[config.mk]
export PLATFORM = sky130hd
export DESIGN_NAME = bram_fifo_ctrl_flat
export DESIGN_NICKNAME = d
export VERILOG_FILES = /design/src/rtl/bram_fifo_ctrl_if.sv /design/src/rtl/bram_fifo_ctrl.sv /design/src/flat_wrapper.sv
export SDC_FILE = /design/constraint.sdc
export NUM_CORES = 1
export LEC_CHECK = 0
export ABC_AREA = 1
export ABC_CLOCK_PERIOD_IN_PS = 2600
export BUFFER_PORTS_ARGS = -buffer_cell sky130_fd_sc_hd__buf_2
export CAP_MARGIN = 20
export CORE_MARGIN = 2
export CORE_UTILIZATION = 42
export DETAILED_ROUTE_END_ITERATION = 8
export PLACE_DENSITY = 0.86
export SYNTH_ARGS = -nofsm -noshare
export SYNTH_HDL_FRONTEND = slang
export SYNTH_SLANG_ARGS = --single-unit
[constraint.sdc]
create_clock -name clk -period 2.6 [get_ports clk]
set_input_delay 0.52 -clock clk [delete_from_list [all_inputs] [get_ports clk]]
set_output_delay 0.52 -clock clk [all_outputs]
set_load 0.01 [all_outputs]
[src/rtl/bram_fifo_ctrl_if.sv]
// Bus bundle between the FWFT FIFO controller, its producer/consumer pair and
// the simple dual-port BRAM it sequences.
//   slave  : controller view (takes wr_valid/wr_data/rd_ready/mem_dout,
//            drives handshakes, occupancy and BRAM port controls)
//   master : environment view (producer, consumer and BRAM side)
interface bram_fifo_ctrl_if #(
  parameter int unsigned ADDR_WIDTH = 3,
  parameter int unsigned DATA_WIDTH = 8
);
  // producer side
  logic                  wr_valid;
  logic                  wr_ready;
  logic [DATA_WIDTH-1:0] wr_data;
  // consumer side
  logic                  rd_valid;
  logic                  rd_ready;
  logic [DATA_WIDTH-1:0] rd_data;
  // occupancy
  logic [ADDR_WIDTH:0]   count;
  // BRAM ports
  logic                  mem_we;
  logic [ADDR_WIDTH-1:0] mem_addr_w;
  logic [DATA_WIDTH-1:0] mem_din;
  logic [ADDR_WIDTH-1:0] mem_addr_r;
  logic [DATA_WIDTH-1:0] mem_dout;

  modport slave (
    input  wr_valid, wr_data, rd_ready, mem_dout,
    output wr_ready, rd_valid, rd_data, count,
           mem_we, mem_addr_w, mem_din, mem_addr_r
  );

  modport master (
    output wr_valid, wr_data, rd_ready, mem_dout,
    input  wr_ready, rd_valid, rd_data, count,
           mem_we, mem_addr_w, mem_din, mem_addr_r
  );
endinterface

[src/rtl/bram_fifo_ctrl.sv]
// First-word-fall-through FIFO controller around an external simple
// dual-port BRAM (registered read, 1-cycle latency, no read enable).
// Ports:
//   clk   : rising-edge clock
//   reset : asynchronous active-high reset, discards all contents
//   bus   : bram_fifo_ctrl_if.slave -- wr_valid/wr_ready/wr_data from the
//           producer, rd_valid/rd_ready/rd_data to the consumer, count
//           (0..DEPTH), and mem_we/mem_addr_w/mem_din/mem_addr_r/mem_dout
//           to the BRAM. rd_data is mem_dout, mem_din is wr_data.
module bram_fifo_ctrl #(
  parameter int unsigned ADDR_WIDTH = 3,
  parameter int unsigned DATA_WIDTH = 8
) (
  input  logic                  clk,
  input  logic                  reset,
  bram_fifo_ctrl_if.slave       bus
);

  localparam int unsigned DEPTH = 2 ** ADDR_WIDTH;
  localparam int unsigned CW    = ADDR_WIDTH + 1;

  logic [ADDR_WIDTH-1:0] wr_ptr;
  logic [ADDR_WIDTH-1:0] rd_ptr;
  logic [CW-1:0]         mem_cnt;    // written but not yet fetched
  logic                  out_valid;  // mem_dout holds an unconsumed head word

  logic [CW-1:0]         count_c;
  logic                  full_c;
  logic                  push_c;
  logic                  pop_c;
  logic                  fetch_c;
  logic [DATA_WIDTH-1:0] head_data_c;

  // Occupancy and handshake decode
  always_comb begin
    count_c = mem_cnt + CW'(out_valid);
    full_c  = (count_c == CW'(DEPTH));
    push_c  = bus.wr_valid && !full_c;
    pop_c   = out_valid && bus.rd_ready;
    // Fetch the next word when the output register is free or being drained.
    fetch_c = (mem_cnt != '0) && (!out_valid || bus.rd_ready);
  end

  assign head_data_c = bus.mem_dout;

  assign bus.wr_ready   = !full_c;
  assign bus.rd_valid   = out_valid;
  assign bus.rd_data    = head_data_c;
  assign bus.count      = count_c;
  assign bus.mem_we     = push_c;
  assign bus.mem_addr_w = wr_ptr;
  assign bus.mem_din    = bus.wr_data;
  // Without a fetch, re-read the head slot so mem_dout holds across stalls;
  // that slot still counts toward full, so it can never be overwritten.
  assign bus.mem_addr_r = fetch_c ? rd_ptr : rd_ptr - ADDR_WIDTH'(1);

  // Pointer, occupancy and output-valid state
  always_ff @(posedge clk or posedge reset) begin
    if (reset) begin
      wr_ptr    <= '0;
      rd_ptr    <= '0;
      mem_cnt   <= '0;
      out_valid <= 1'b0;
    end else begin
      wr_ptr  <= wr_ptr + ADDR_WIDTH'(push_c);
      rd_ptr  <= rd_ptr + ADDR_WIDTH'(fetch_c);
      mem_cnt <= mem_cnt + CW'(push_c) - CW'(fetch_c);
      if (fetch_c) begin
        out_valid <= 1'b1;
      end else if (pop_c) begin
        out_valid <= 1'b0;
      end
    end
  end

endmodule

[src/flat_wrapper.sv]
// flat-port wrapper written by rule: the top's interface ports become plain ports
module bram_fifo_ctrl_flat 
#(
  parameter int unsigned ADDR_WIDTH = 3,
  parameter int unsigned DATA_WIDTH = 8
)
  (clk, reset, bus_wr_valid, bus_wr_data, bus_rd_ready, bus_mem_dout, bus_wr_ready, bus_rd_valid, bus_rd_data, bus_count, bus_mem_we, bus_mem_addr_w, bus_mem_din, bus_mem_addr_r);
  bram_fifo_ctrl_if #(.ADDR_WIDTH(ADDR_WIDTH), .DATA_WIDTH(DATA_WIDTH)) bus_i ();
  input  logic clk;
  input  logic reset;
  input wire logic [$bits(bus_i.wr_valid)-1:0] bus_wr_valid;
  input wire logic [$bits(bus_i.wr_data)-1:0] bus_wr_data;
  input wire logic [$bits(bus_i.rd_ready)-1:0] bus_rd_ready;
  input wire logic [$bits(bus_i.mem_dout)-1:0] bus_mem_dout;
  output wire logic [$bits(bus_i.wr_ready)-1:0] bus_wr_ready;
  output wire logic [$bits(bus_i.rd_valid)-1:0] bus_rd_valid;
  output wire logic [$bits(bus_i.rd_data)-1:0] bus_rd_data;
  output wire logic [$bits(bus_i.count)-1:0] bus_count;
  output wire logic [$bits(bus_i.mem_we)-1:0] bus_mem_we;
  output wire logic [$bits(bus_i.mem_addr_w)-1:0] bus_mem_addr_w;
  output wire logic [$bits(bus_i.mem_din)-1:0] bus_mem_din;
  output wire logic [$bits(bus_i.mem_addr_r)-1:0] bus_mem_addr_r;
  assign bus_i.wr_valid = bus_wr_valid;
  assign bus_i.wr_data = bus_wr_data;
  assign bus_i.rd_ready = bus_rd_ready;
  assign bus_i.mem_dout = bus_mem_dout;
  assign bus_wr_ready = bus_i.wr_ready;
  assign bus_rd_valid = bus_i.rd_valid;
  assign bus_rd_data = bus_i.rd_data;
  assign bus_count = bus_i.count;
  assign bus_mem_we = bus_i.mem_we;
  assign bus_mem_addr_w = bus_i.mem_addr_w;
  assign bus_mem_din = bus_i.mem_din;
  assign bus_mem_addr_r = bus_i.mem_addr_r;
  bram_fifo_ctrl #(.ADDR_WIDTH(ADDR_WIDTH), .DATA_WIDTH(DATA_WIDTH)) u_core (.clk(clk), .reset(reset), .bus(bus_i));
endmodule
==> impl_metrics.csv <==
group,metric,value,unit
worst_setup_path,crit_path_end_kind,"register",
timing,slew_violations,0,
clock_network,clock_sinks,11,
timing,slew-limit-headroom,72.51,%
cells_and_area,layout_commonest_cell,"inv_1",
floorplan,core,0.001902,mm2
placed_design,pre_cts_ws,0.1469,ns
floorplan,start_util,43.36,%
power,max-vdd-ir-drop,493.7,uV
route,drtIter0Drc,5,
clock_network,max-clock-path-buffers,2,
logic_synthesis,avgSynthCellArea,8.962,um2
clock_network,numCtsBuffers,3,
run_status,outcome,"complete, no violations",
cells_and_area,antenna_cells,0,
grt,antenna_found_initial,0,
grt,grt_usage,13.05,%
logic_synthesis,synth-seq-cells,11,
logic_synthesis,netlist_instances,92,
clock_network,cts_setup_buffers,0,
floorplan,die_y,48.31,um
clock_network,path_clk_slew,0.07,ns
worst_setup_path,r2r_slack,0.15,ns
cells_and_area,layout_common_cells,"18 x inv_1, 16 x buf_2, 13 x ha_1, 12 x nand2_1, 11 x dfrtp_1",
logic_synthesis,synthArstFlopShare,100.0,%
logic_synthesis,synth.net_count,126,
clock_network,cts_resized,0,
grt,grt_pass1_wl,2.346,mm
worst_setup_path,path_max_fanout,3,
grt,gr-total-overflow,0,
timing,fin_crit_sh,94.13,%
placed_design,portBuffers,16,
timing,setup_ws,0.1526,ns
cells_and_area,drive_gt1_share,26.04,%
clock_network,cts-root-buf,"clkbuf_4",
clock_network,cts_hold_buf,0,
clock_network,cts_tree,"built",
floorplan,io_pins,49,
worst_setup_path,reg2reg_from,"u_core.bus.rd_valid",
worst_setup_path,cp.arrival,2.61,ns
flow_run,max_cap_viol_count,0,
timing,finalSetupViolations,0,
power,pwr_density_cell,1406,mW/mm2
logic_synthesis,ys_types,19,
logic_synthesis,ys_warn_count,0,
timing,rsz0062_at_grt,"no",
placed_design,place.gp.congestion,0.8331,
worst_setup_path,crit_type,"reg2reg",
route,antenna_left,0,
hold_path,min_path_type,"in2async",
logic_synthesis,synthesis.area,824.5,um2
clock_network,clock_latency,0.28,ns
route,wl_per_cell,10.63,um
timing,skew,0.0008888,ns
route,wl,1.308,mm
worst_setup_path,regToRegEndpoint,"u_core.mem_cnt[2]",
worst_setup_path,crit_required,2.77,ns
grt,grt_max_degree,12,
route,vias_per_cell,4.423,
cells_and_area,area_delta_synth_final,2.428,%
worst_setup_path,worst-r2r-cell-count,11,
placed_design,dp_hpwl,1.088,mm
worst_setup_path,startpoint,"u_core.bus.rd_valid",
worst_setup_path,crit_path_start_kind,"register",
cells_and_area,num-nets-final,131,
route,drc_errors,0,
power,p_leak,0.4860,nW
floorplan,dieArea,0.002333,mm2
logic_synthesis,ys_seq_area_share,33.38,%
floorplan,dieWidth,48.31,um
route,via_count,544,
logic_synthesis,synth_edf_count,0,
logic_synthesis,synthFlopType,"dfrtp_1",
timing,tightest_slew,0.4118,ns
timing,period_minus_slack,2.447,ns
route,drt-pass1-iter-count,4,
timing,hold_viol_final,0,
grt,grt_pass1_vias,583,
timing,tns,0,ns
timing,fmax,408.6,MHz
clock_network,cts_max_level,1,
floorplan,rows,16,
[routing by layer]
layer / GRT usage (%) / vias up / wire length [um]
met2: 22.69 / 22 / 601
li1: - / 272 / -
met4: 10.00 / 0 / 52
met3: 3.395 / 13 / 113
met1: 13.35 / 237 / 541
met5: 0 / - / 0
[cell families (layout without fill, tap and decap cells)]
logic type                 after synthesis  after routing  share of synthesized area (%)
adders and majority gates               14             14                          22.16
and+or+nand+nor                         25             25                          15.17
buffers and inverters                   35             39                          23.22
DFF                                     11             11                          33.38
xor gates and xnor gates                 4              4                          4.250
AOI/OAI and AO/OA                        3              3                          1.820
[state kept, by name, indices dropped and copies added, names as in the netlist]
register	count
u_core.bus.mem_addr_w	3
u_core.bus.rd_valid	1
u_core.mem_cnt	4
u_core.rd_ptr	3
[worst max-delay path by stage]
stage	end	slack (ns)	cells after the start
final	u_core.mem_cnt[2]	0.15	11
after global routing	u_core.mem_cnt[1]	0.01	11
after CTS	u_core.mem_cnt[2]	0.13	11
after detailed placement	u_core.mem_cnt[2]	0.15	11
after global placement	u_core.mem_cnt[1]	0.25	11
after floorplan	u_core.mem_cnt[2]	0.18	11
[power by group]
| part | total [mW] | leakage (nW) | switching [mW] | internal (mW) |
|---|---|---|---|---|
| clock network | 0.121 | 0.0150 | 0.0618 | 0.0596 |
| registers | 0.343 | 0.127 | 0.0768 | 0.266 |
| logic | 0.724 | 0.344 | 0.405 | 0.318 |
[area by class of cell]
class,count,area [um2]
clock buffer,4,26.28
fill,194,1057
inverter,19,71.32
multi-input combinational,46,357.8
sequential,11,275.3
tap,27,33.78
timing repair buffer,16,80.08
[metrics by stage]
step	power [mW]	hold WS [ns]	instances	instance area, um2	utilization [%]
floorplan	0.8724	0.3724	92	824.5	-
global placement	1.027	0.4532	119	818.3	43.03
detailed placement	1.078	0.4584	119	818.3	43.03
CTS	1.208	0.2342	123	844.6	44.41
global route	1.320	0.2689	123	844.6	44.41
finish	1.188	0.2197	123	844.6	44.41
[cell usage after synthesis (2+ instances only)]
cell	instances	area share (%)
dfrtp_1	11	33
nor2_1	3	1.4
nand2_2	2	1.5
ha_1	13	20
nand3_1	3	1.8
buf_4	16	15
xor2_1	3	3.2
o21ai_1	2	1.2
inv_1	18	8.2
nand2_1	12	5.5
[critical path, stage by stage (launching register included)]
cell and delay [ns]:
dfrtp_1 0.42, ha_1 0.25, ha_1 0.29, nor2_1 0.13, nand3_2 0.10, o21ai_1 0.13, ha_1 0.24, inv_1 0.06
ha_1 0.16, inv_1 0.05, fa_1 0.37, xnor2_1 0.13
(Power assumes the default switching activity.)
